--- src/rtl/hp0_axi_dram_gate.sv ---
// HP0 AXI4 gate: rebases AR/AW into the DRAM carve-out, caps outstanding bursts, orders W after AW; HP0_AXI_DRAM_GATE_PERF_EN adds perf counters.
// Latency: zero cycles on every valid/ready/data path; only the counters and status flags are registered.
// Backpressure: AR/AW close at the outstanding cap or when disabled, W closes without AW credit; R/B pass straight through.
module hp0_axi_dram_gate #(
    parameter int                      addr_width_p = 32,
    parameter int                      data_width_p = 64,
    parameter int                      id_width_p   = 6,
    parameter int                      max_out_p    = 8,
    parameter logic [addr_width_p-1:0] win_base_p   = 32'h1000_0000,
    parameter logic [addr_width_p-1:0] win_size_p   = 32'h1000_0000
) (
    input  logic                        aclk,
    input  logic                        aresetn,
    input  logic                        enable_i,

    input  logic [id_width_p-1:0]       s_axi_awid,
    input  logic [addr_width_p-1:0]     s_axi_awaddr,
    input  logic [7:0]                  s_axi_awlen,
    input  logic [2:0]                  s_axi_awsize,
    input  logic [1:0]                  s_axi_awburst,
    input  logic                        s_axi_awlock,
    input  logic [3:0]                  s_axi_awcache,
    input  logic [2:0]                  s_axi_awprot,
    input  logic [3:0]                  s_axi_awqos,
    input  logic                        s_axi_awvalid,
    output logic                        s_axi_awready,
    input  logic [data_width_p-1:0]     s_axi_wdata,
    input  logic [data_width_p/8-1:0]   s_axi_wstrb,
    input  logic                        s_axi_wlast,
    input  logic                        s_axi_wvalid,
    output logic                        s_axi_wready,
    output logic [id_width_p-1:0]       s_axi_bid,
    output logic [1:0]                  s_axi_bresp,
    output logic                        s_axi_bvalid,
    input  logic                        s_axi_bready,
    input  logic [id_width_p-1:0]       s_axi_arid,
    input  logic [addr_width_p-1:0]     s_axi_araddr,
    input  logic [7:0]                  s_axi_arlen,
    input  logic [2:0]                  s_axi_arsize,
    input  logic [1:0]                  s_axi_arburst,
    input  logic                        s_axi_arlock,
    input  logic [3:0]                  s_axi_arcache,
    input  logic [2:0]                  s_axi_arprot,
    input  logic [3:0]                  s_axi_arqos,
    input  logic                        s_axi_arvalid,
    output logic                        s_axi_arready,
    output logic [id_width_p-1:0]       s_axi_rid,
    output logic [data_width_p-1:0]     s_axi_rdata,
    output logic [1:0]                  s_axi_rresp,
    output logic                        s_axi_rlast,
    output logic                        s_axi_rvalid,
    input  logic                        s_axi_rready,

    output logic [id_width_p-1:0]       m_axi_awid,
    output logic [addr_width_p-1:0]     m_axi_awaddr,
    output logic [7:0]                  m_axi_awlen,
    output logic [2:0]                  m_axi_awsize,
    output logic [1:0]                  m_axi_awburst,
    output logic                        m_axi_awlock,
    output logic [3:0]                  m_axi_awcache,
    output logic [2:0]                  m_axi_awprot,
    output logic [3:0]                  m_axi_awqos,
    output logic                        m_axi_awvalid,
    input  logic                        m_axi_awready,
    output logic [data_width_p-1:0]     m_axi_wdata,
    output logic [data_width_p/8-1:0]   m_axi_wstrb,
    output logic                        m_axi_wlast,
    output logic                        m_axi_wvalid,
    input  logic                        m_axi_wready,
    input  logic [id_width_p-1:0]       m_axi_bid,
    input  logic [1:0]                  m_axi_bresp,
    input  logic                        m_axi_bvalid,
    output logic                        m_axi_bready,
    output logic [id_width_p-1:0]       m_axi_arid,
    output logic [addr_width_p-1:0]     m_axi_araddr,
    output logic [7:0]                  m_axi_arlen,
    output logic [2:0]                  m_axi_arsize,
    output logic [1:0]                  m_axi_arburst,
    output logic                        m_axi_arlock,
    output logic [3:0]                  m_axi_arcache,
    output logic [2:0]                  m_axi_arprot,
    output logic [3:0]                  m_axi_arqos,
    output logic                        m_axi_arvalid,
    input  logic                        m_axi_arready,
    input  logic [id_width_p-1:0]       m_axi_rid,
    input  logic [data_width_p-1:0]     m_axi_rdata,
    input  logic [1:0]                  m_axi_rresp,
    input  logic                        m_axi_rlast,
    input  logic                        m_axi_rvalid,
    output logic                        m_axi_rready,

    output logic                        idle_o,
    output logic [1:0]                  err_o,
    output logic                        proto_err_o,
    output logic [31:0]                 rd_bursts_o,
    output logic [31:0]                 wr_bursts_o,
    output logic [31:0]                 stall_cyc_o
);

    localparam int                      cnt_w_c    = $clog2(max_out_p + 1);
    localparam logic [cnt_w_c-1:0]      cnt_max_c  = cnt_w_c'(max_out_p);
    localparam logic [addr_width_p-1:0] win_mask_c = win_size_p - 1'b1;

    logic [cnt_w_c-1:0] rd_cnt_q, rd_cnt_d;
    logic [cnt_w_c-1:0] wr_cnt_q, wr_cnt_d;
    logic [cnt_w_c-1:0] w_cred_q, w_cred_d;
    logic [1:0]         err_q, err_d;
    logic               proto_err_q, proto_err_d;

    logic ar_ok, aw_ok, w_ok;
    logic ar_hs, aw_hs, w_last_hs, r_hs, r_last_hs, b_hs;

    // Simultaneous inc/dec cancels; a dec at zero is absorbed (flagged separately).
    function automatic logic [cnt_w_c-1:0] cnt_next(input logic [cnt_w_c-1:0] cur,
                                                    input logic inc, input logic dec);
        if (inc && !dec)
            cnt_next = cur + cnt_w_c'(1);
        else if (dec && !inc && cur != '0)
            cnt_next = cur - cnt_w_c'(1);
        else
            cnt_next = cur;
    endfunction

    // Gates use the registered counts, so a completion only reopens a direction next cycle.
    always_comb begin
        ar_ok = aresetn & enable_i & (rd_cnt_q != cnt_max_c);
        aw_ok = aresetn & enable_i & (wr_cnt_q != cnt_max_c);
        w_ok  = aresetn & (w_cred_q != '0);
    end

    assign m_axi_arvalid = s_axi_arvalid & ar_ok;
    assign s_axi_arready = m_axi_arready & ar_ok;
    assign m_axi_awvalid = s_axi_awvalid & aw_ok;
    assign s_axi_awready = m_axi_awready & aw_ok;
    assign m_axi_wvalid  = s_axi_wvalid & w_ok;
    assign s_axi_wready  = m_axi_wready & w_ok;

    assign m_axi_araddr  = win_base_p | (s_axi_araddr & win_mask_c);
    assign m_axi_awaddr  = win_base_p | (s_axi_awaddr & win_mask_c);

    assign m_axi_arid    = s_axi_arid;
    assign m_axi_arlen   = s_axi_arlen;
    assign m_axi_arsize  = s_axi_arsize;
    assign m_axi_arburst = s_axi_arburst;
    assign m_axi_arlock  = s_axi_arlock;
    assign m_axi_arcache = s_axi_arcache;
    assign m_axi_arprot  = s_axi_arprot;
    assign m_axi_arqos   = s_axi_arqos;
    assign m_axi_awid    = s_axi_awid;
    assign m_axi_awlen   = s_axi_awlen;
    assign m_axi_awsize  = s_axi_awsize;
    assign m_axi_awburst = s_axi_awburst;
    assign m_axi_awlock  = s_axi_awlock;
    assign m_axi_awcache = s_axi_awcache;
    assign m_axi_awprot  = s_axi_awprot;
    assign m_axi_awqos   = s_axi_awqos;
    assign m_axi_wdata   = s_axi_wdata;
    assign m_axi_wstrb   = s_axi_wstrb;
    assign m_axi_wlast   = s_axi_wlast;

    assign s_axi_rid     = m_axi_rid;
    assign s_axi_rdata   = m_axi_rdata;
    assign s_axi_rresp   = m_axi_rresp;
    assign s_axi_rlast   = m_axi_rlast;
    assign s_axi_rvalid  = m_axi_rvalid;
    assign m_axi_rready  = s_axi_rready;
    assign s_axi_bid     = m_axi_bid;
    assign s_axi_bresp   = m_axi_bresp;
    assign s_axi_bvalid  = m_axi_bvalid;
    assign m_axi_bready  = s_axi_bready;

    always_comb begin
        ar_hs     = m_axi_arvalid & m_axi_arready;
        aw_hs     = m_axi_awvalid & m_axi_awready;
        w_last_hs = m_axi_wvalid & m_axi_wready & m_axi_wlast;
        r_hs      = m_axi_rvalid & s_axi_rready;
        r_last_hs = r_hs & m_axi_rlast;
        b_hs      = m_axi_bvalid & s_axi_bready;
    end

    always_comb begin
        rd_cnt_d    = cnt_next(rd_cnt_q, ar_hs, r_last_hs);
        wr_cnt_d    = cnt_next(wr_cnt_q, aw_hs, b_hs);
        w_cred_d    = cnt_next(w_cred_q, aw_hs, w_last_hs);
        err_d       = err_q | {b_hs & (m_axi_bresp != 2'b00), r_hs & (m_axi_rresp != 2'b00)};
        proto_err_d = proto_err_q | (r_last_hs & (rd_cnt_q == '0)) | (b_hs & (wr_cnt_q == '0));
    end

    always_ff @(posedge aclk) begin
        if (!aresetn) begin
            rd_cnt_q    <= '0;
            wr_cnt_q    <= '0;
            w_cred_q    <= '0;
            err_q       <= '0;
            proto_err_q <= 1'b0;
        end else begin
            rd_cnt_q    <= rd_cnt_d;
            wr_cnt_q    <= wr_cnt_d;
            w_cred_q    <= w_cred_d;
            err_q       <= err_d;
            proto_err_q <= proto_err_d;
        end
    end

    assign idle_o      = (rd_cnt_q == '0) & (wr_cnt_q == '0) & (w_cred_q == '0);
    assign err_o       = err_q;
    assign proto_err_o = proto_err_q;

`ifdef HP0_AXI_DRAM_GATE_PERF_EN
    logic [31:0] rd_bursts_q, rd_bursts_d;
    logic [31:0] wr_bursts_q, wr_bursts_d;
    logic [31:0] stall_cyc_q, stall_cyc_d;
    logic        stall_ev;

    function automatic logic [31:0] sat_inc(input logic [31:0] cur, input logic en);
        sat_inc = (en && cur != 32'hFFFF_FFFF) ? cur + 32'd1 : cur;
    endfunction

    // One stall tick per cycle, however many channels are held off.
    always_comb begin
        stall_ev    = (s_axi_arvalid & ~ar_ok) | (s_axi_awvalid & ~aw_ok) | (s_axi_wvalid & ~w_ok);
        rd_bursts_d = sat_inc(rd_bursts_q, ar_hs);
        wr_bursts_d = sat_inc(wr_bursts_q, aw_hs);
        stall_cyc_d = sat_inc(stall_cyc_q, stall_ev);
    end

    always_ff @(posedge aclk) begin
        if (!aresetn) begin
            rd_bursts_q <= '0;
            wr_bursts_q <= '0;
            stall_cyc_q <= '0;
        end else begin
            rd_bursts_q <= rd_bursts_d;
            wr_bursts_q <= wr_bursts_d;
            stall_cyc_q <= stall_cyc_d;
        end
    end

    assign rd_bursts_o = rd_bursts_q;
    assign wr_bursts_o = wr_bursts_q;
    assign stall_cyc_o = stall_cyc_q;
`else
    assign rd_bursts_o = '0;
    assign wr_bursts_o = '0;
    assign stall_cyc_o = '0;
`endif

endmodule

--- config.mk ---
export PLATFORM = sky130hd
export DESIGN_NAME = hp0_axi_dram_gate
export DESIGN_NICKNAME = d
export VERILOG_FILES = /design/src/rtl/hp0_axi_dram_gate.sv
export SDC_FILE = /design/constraint.sdc
export NUM_CORES = 1
export LEC_CHECK = 0
export CELL_PAD_IN_SITES_DETAIL_PLACEMENT = 2
export CELL_PAD_IN_SITES_GLOBAL_PLACEMENT = 2
export CORE_AREA = 8 8 262 264
export CTS_CLUSTER_SIZE = 14
export DETAILED_ROUTE_END_ITERATION = 16
export DIE_AREA = 0 0 270 272
export HOLD_SLACK_MARGIN = 0.12
export PLACE_DENSITY = 0.71
export SYNTH_ARGS = -nofsm -noshare
export SYNTH_HDL_FRONTEND = slang
export SYNTH_SLANG_ARGS = --single-unit
export TNS_END_PERCENT = 30
--- constraint.sdc ---
create_clock -name aclk -period 6.6 [get_ports aclk]
set_clock_uncertainty 0.05 [all_clocks]
set_input_delay 0.66 -clock aclk [delete_from_list [all_inputs] [get_ports aclk]]
set_output_delay 0.66 -clock aclk [all_outputs]
set_load 0.005 [all_outputs]
==> results.toml <==
[critical_path]
arrival_ps = 3640
crit_fanout = 33
end_kind = "register"
cp.buffers_inverters = 2
cp-start-kind = "input pin"
worstPathCellList = "clkdlybuf4s50_1 -> buf_4 -> and4_1 -> nand3_1 -> ha_1 -> a21o_1 -> a2111oi_0 -> mux2i_1 -> o311ai_0"
cpMaxStageDelayCell = "a2111oi_0"
crit_type = "input pin to register"
crit_family = "compound AO/OA/AOI/OAI gates"
crit_required_ps = 6670
slowest_delay_ps = 620

[floorplan]
die-area_um2 = 73400
row_count = 94
die_width_um = 270
pin_count = 683
fp.dieH_um = 272
initial_utilization_pct = 6.14
core_area_um2 = 64800

[timing]
finalSetupViolations = 0
rsz0062_at_grt = "no"
drv_slew = 0
fmax_mhz = 280
finalHoldViolations = 0
max-slew-margin-rel_pct = 56.2
period_needed_ps = 3570
fin_crit_sh_pct = 54.1
finalSetupTns_ps = 0
worstMarginPinSlew_ps = 640

[logic_synthesis]
synthAdderAreaFrac_pct = 3.40
yosys.area.top_type_share_pct = 71.7
synth_edf_count = 0
synth-seq-cells = 15
yosysMostFrequentCell = "buf_4"
async_flop_share_pct = 0
synthSimpleGateAreaFrac_pct = 8.87
synth-main-ff-cell = "dfxtp_1"
synth_area_leaders = "buf_4 (72%), dfxtp_1 (7.5%), mux2i_1 (2.8%)"
ys_seq_area_share_pct = 7.55
yosysWarnings = 0
ys_types = 43
synth_top_family_by_area = "buffers and inverters"
synth_xor_area_share_pct = 0.881
synth-compound-area-share_pct = 4.18
synthTopCellsByCount = "buf_4 (380), nand2_1 (19), dfxtp_1 (15), mux2i_1 (11), ha_1 (6)"
syn_inst = 509
synth_area_per_cell_um2 = 7.82
muxShareOfSynthArea_pct = 2.77
syn_area_um2 = 3980
yosysTopAreaCell = "buf_4"

[status]
status = "finished, final reports clean"

[routing]
avgViaCountPerCell = 1.69
drtPass1Iterations = 3
wl_um = 15500
wl_per_cell_um = 13.7
first_iter_violations = 19
vias = 1919
drc_errors = 0
ant_nets = 0

[clock_network]
post_cts_buffers = 0
numClockSinks = 15
tritoncts = "yes"
clkLatencyLatePin_ps = 260
h-tree-depth = 1
cts_buffer_depth = 2
cts-root-buf = "clkbuf_16"
ctsHoldBuffers = 0
cts_buffers = 3
cts.clk_slew.worst_paths_ps = 60
ctsResizeCount = 0

[place]
place.port_buffers = 38
gp_congestion = 0.633
placed_cell_area_um2 = 2970
dp_hpwl_um = 13500

[layout]
drive_gt1_share_pct = 4.43
areaGrowthSynthToFinish_pct = -23.4
num-nets-final = 574
antenna_cells = 0
final_area_um2 = 3050
fillers = 7786

[global_route]
grt_max_degree = 34
gr-total-overflow = 0
grt_usage_pct = 3.92
antenna_found_initial = 4
grt_pass1_wl_um = 19600
grt_pass1_vias = 2267

[power_and_ir_drop]
ir_drop_mv = 0.0707
power.density_nw_per_um2 = 128
cellLeakagePower_nw = 1.02

[worst_hold_path]
hp-class = "register to register"

[flow_run]
timing.max_cap.violations = 0
==> cell usage in the layout (no fill, tap or decap), types with 2 or more instances in the layout <==
| cell | n |
|---|---|
| nand3_1 | 5 |
| a21oi_1 | 5 |
| and3_1 | 2 |
| inv_1 | 2 |
| nor3b_1 | 2 |
| conb_1 | 104 |
| o2111ai_1 | 2 |
| nor2b_1 | 4 |
| xor2_1 | 2 |
| mux2i_1 | 11 |
| nand4_1 | 5 |
| or4_1 | 2 |
| clkbuf_16 | 3 |
| nand2_1 | 19 |
| a21boi_0 | 2 |
| nand2b_1 | 3 |
| and2_1 | 5 |
| dfxtp_1 | 15 |
| nor2_1 | 5 |
| clkdlybuf4s50_1 | 38 |
| o21a_1 | 3 |
| fa_1 | 3 |
| ha_1 | 6 |
| xnor2_1 | 2 |
==> sequential cells by signal, indices dropped and copies added, names as in the netlist <==
signal / count
rd_cnt_q: 4
err_o: 2
wr_cnt_q: 4
proto_err_o: 1
w_cred_q: 4
==> final timing paths <==
kind | from | endpoint | slack (ps) | depth (start not counted)
setup / recovery | aresetn | rd_cnt_q[3] | 3030 | 9
hold / removal | proto_err_o | proto_err_o | 410 | 1
setup reg to reg | rd_cnt_q[0] | rd_cnt_q[3] | 3580 | 7
hold reg to reg | proto_err_o | proto_err_o | 410 | 1
==> layout make-up <==
cell class | instances | area, um2 | share of cell area, %
Tap cell | 864 | 1080 | 35.5
Clock inverter | 1 | 7.51 | 0.246
Multi-Input combinational cell | 211 | 1190 | 39.0
Clock buffer | 3 | 75.1 | 2.46
Timing Repair Buffer | 39 | 388 | 12.7
Inverter | 2 | 7.51 | 0.246
Sequential cell | 15 | 300 | 9.85
==> routing by layer <==
layer | track usage (%) | share of wire [%] | vias up
li1 | - | - | 651
met1 | 2.22 | 21 | 756
met2 | 4.96 | 38 | 342
met3 | 5.13 | 26 | 160
met4 | 4.99 | 14 | 10
met5 | 0.986 | 0.90 | -
==> through the flow <==
step | cells | util [%] | power [mW] | hold slack [ps] | setup WS, ps
floorplan | 611 | - | 0.375 | 406 | 3960
global placement | 1131 | 4.58 | 0.255 | 400 | 2830
detailed placement | 1131 | 4.58 | 0.263 | 408 | 2720
CTS | 1135 | 4.71 | 0.399 | 422 | 2990
global route | 1135 | 4.71 | 0.422 | 450 | 2800
finish | 1135 | 4.71 | 0.390 | 414 | 3030
==> kinds of logic after synthesis <==
group / after synthesis
adder cells (fa/ha/maj): 9
flip-flops: 15
AND/OR/NAND/NOR: 62
AO/OA/AOI/OAI: 21
multiplexers: 11
XOR/XNOR: 4
buffers and inverters: 385
other: 2
==> report_power, final <==
part	leakage (nW)	switching, mW	internal [mW]	total (mW)
registers	0.123	0.0132	0.101	0.114
logic	0.860	0.0780	0.0679	0.146
clock network	0.0371	0.0482	0.0820	0.130
(Power assumes the default switching activity.)
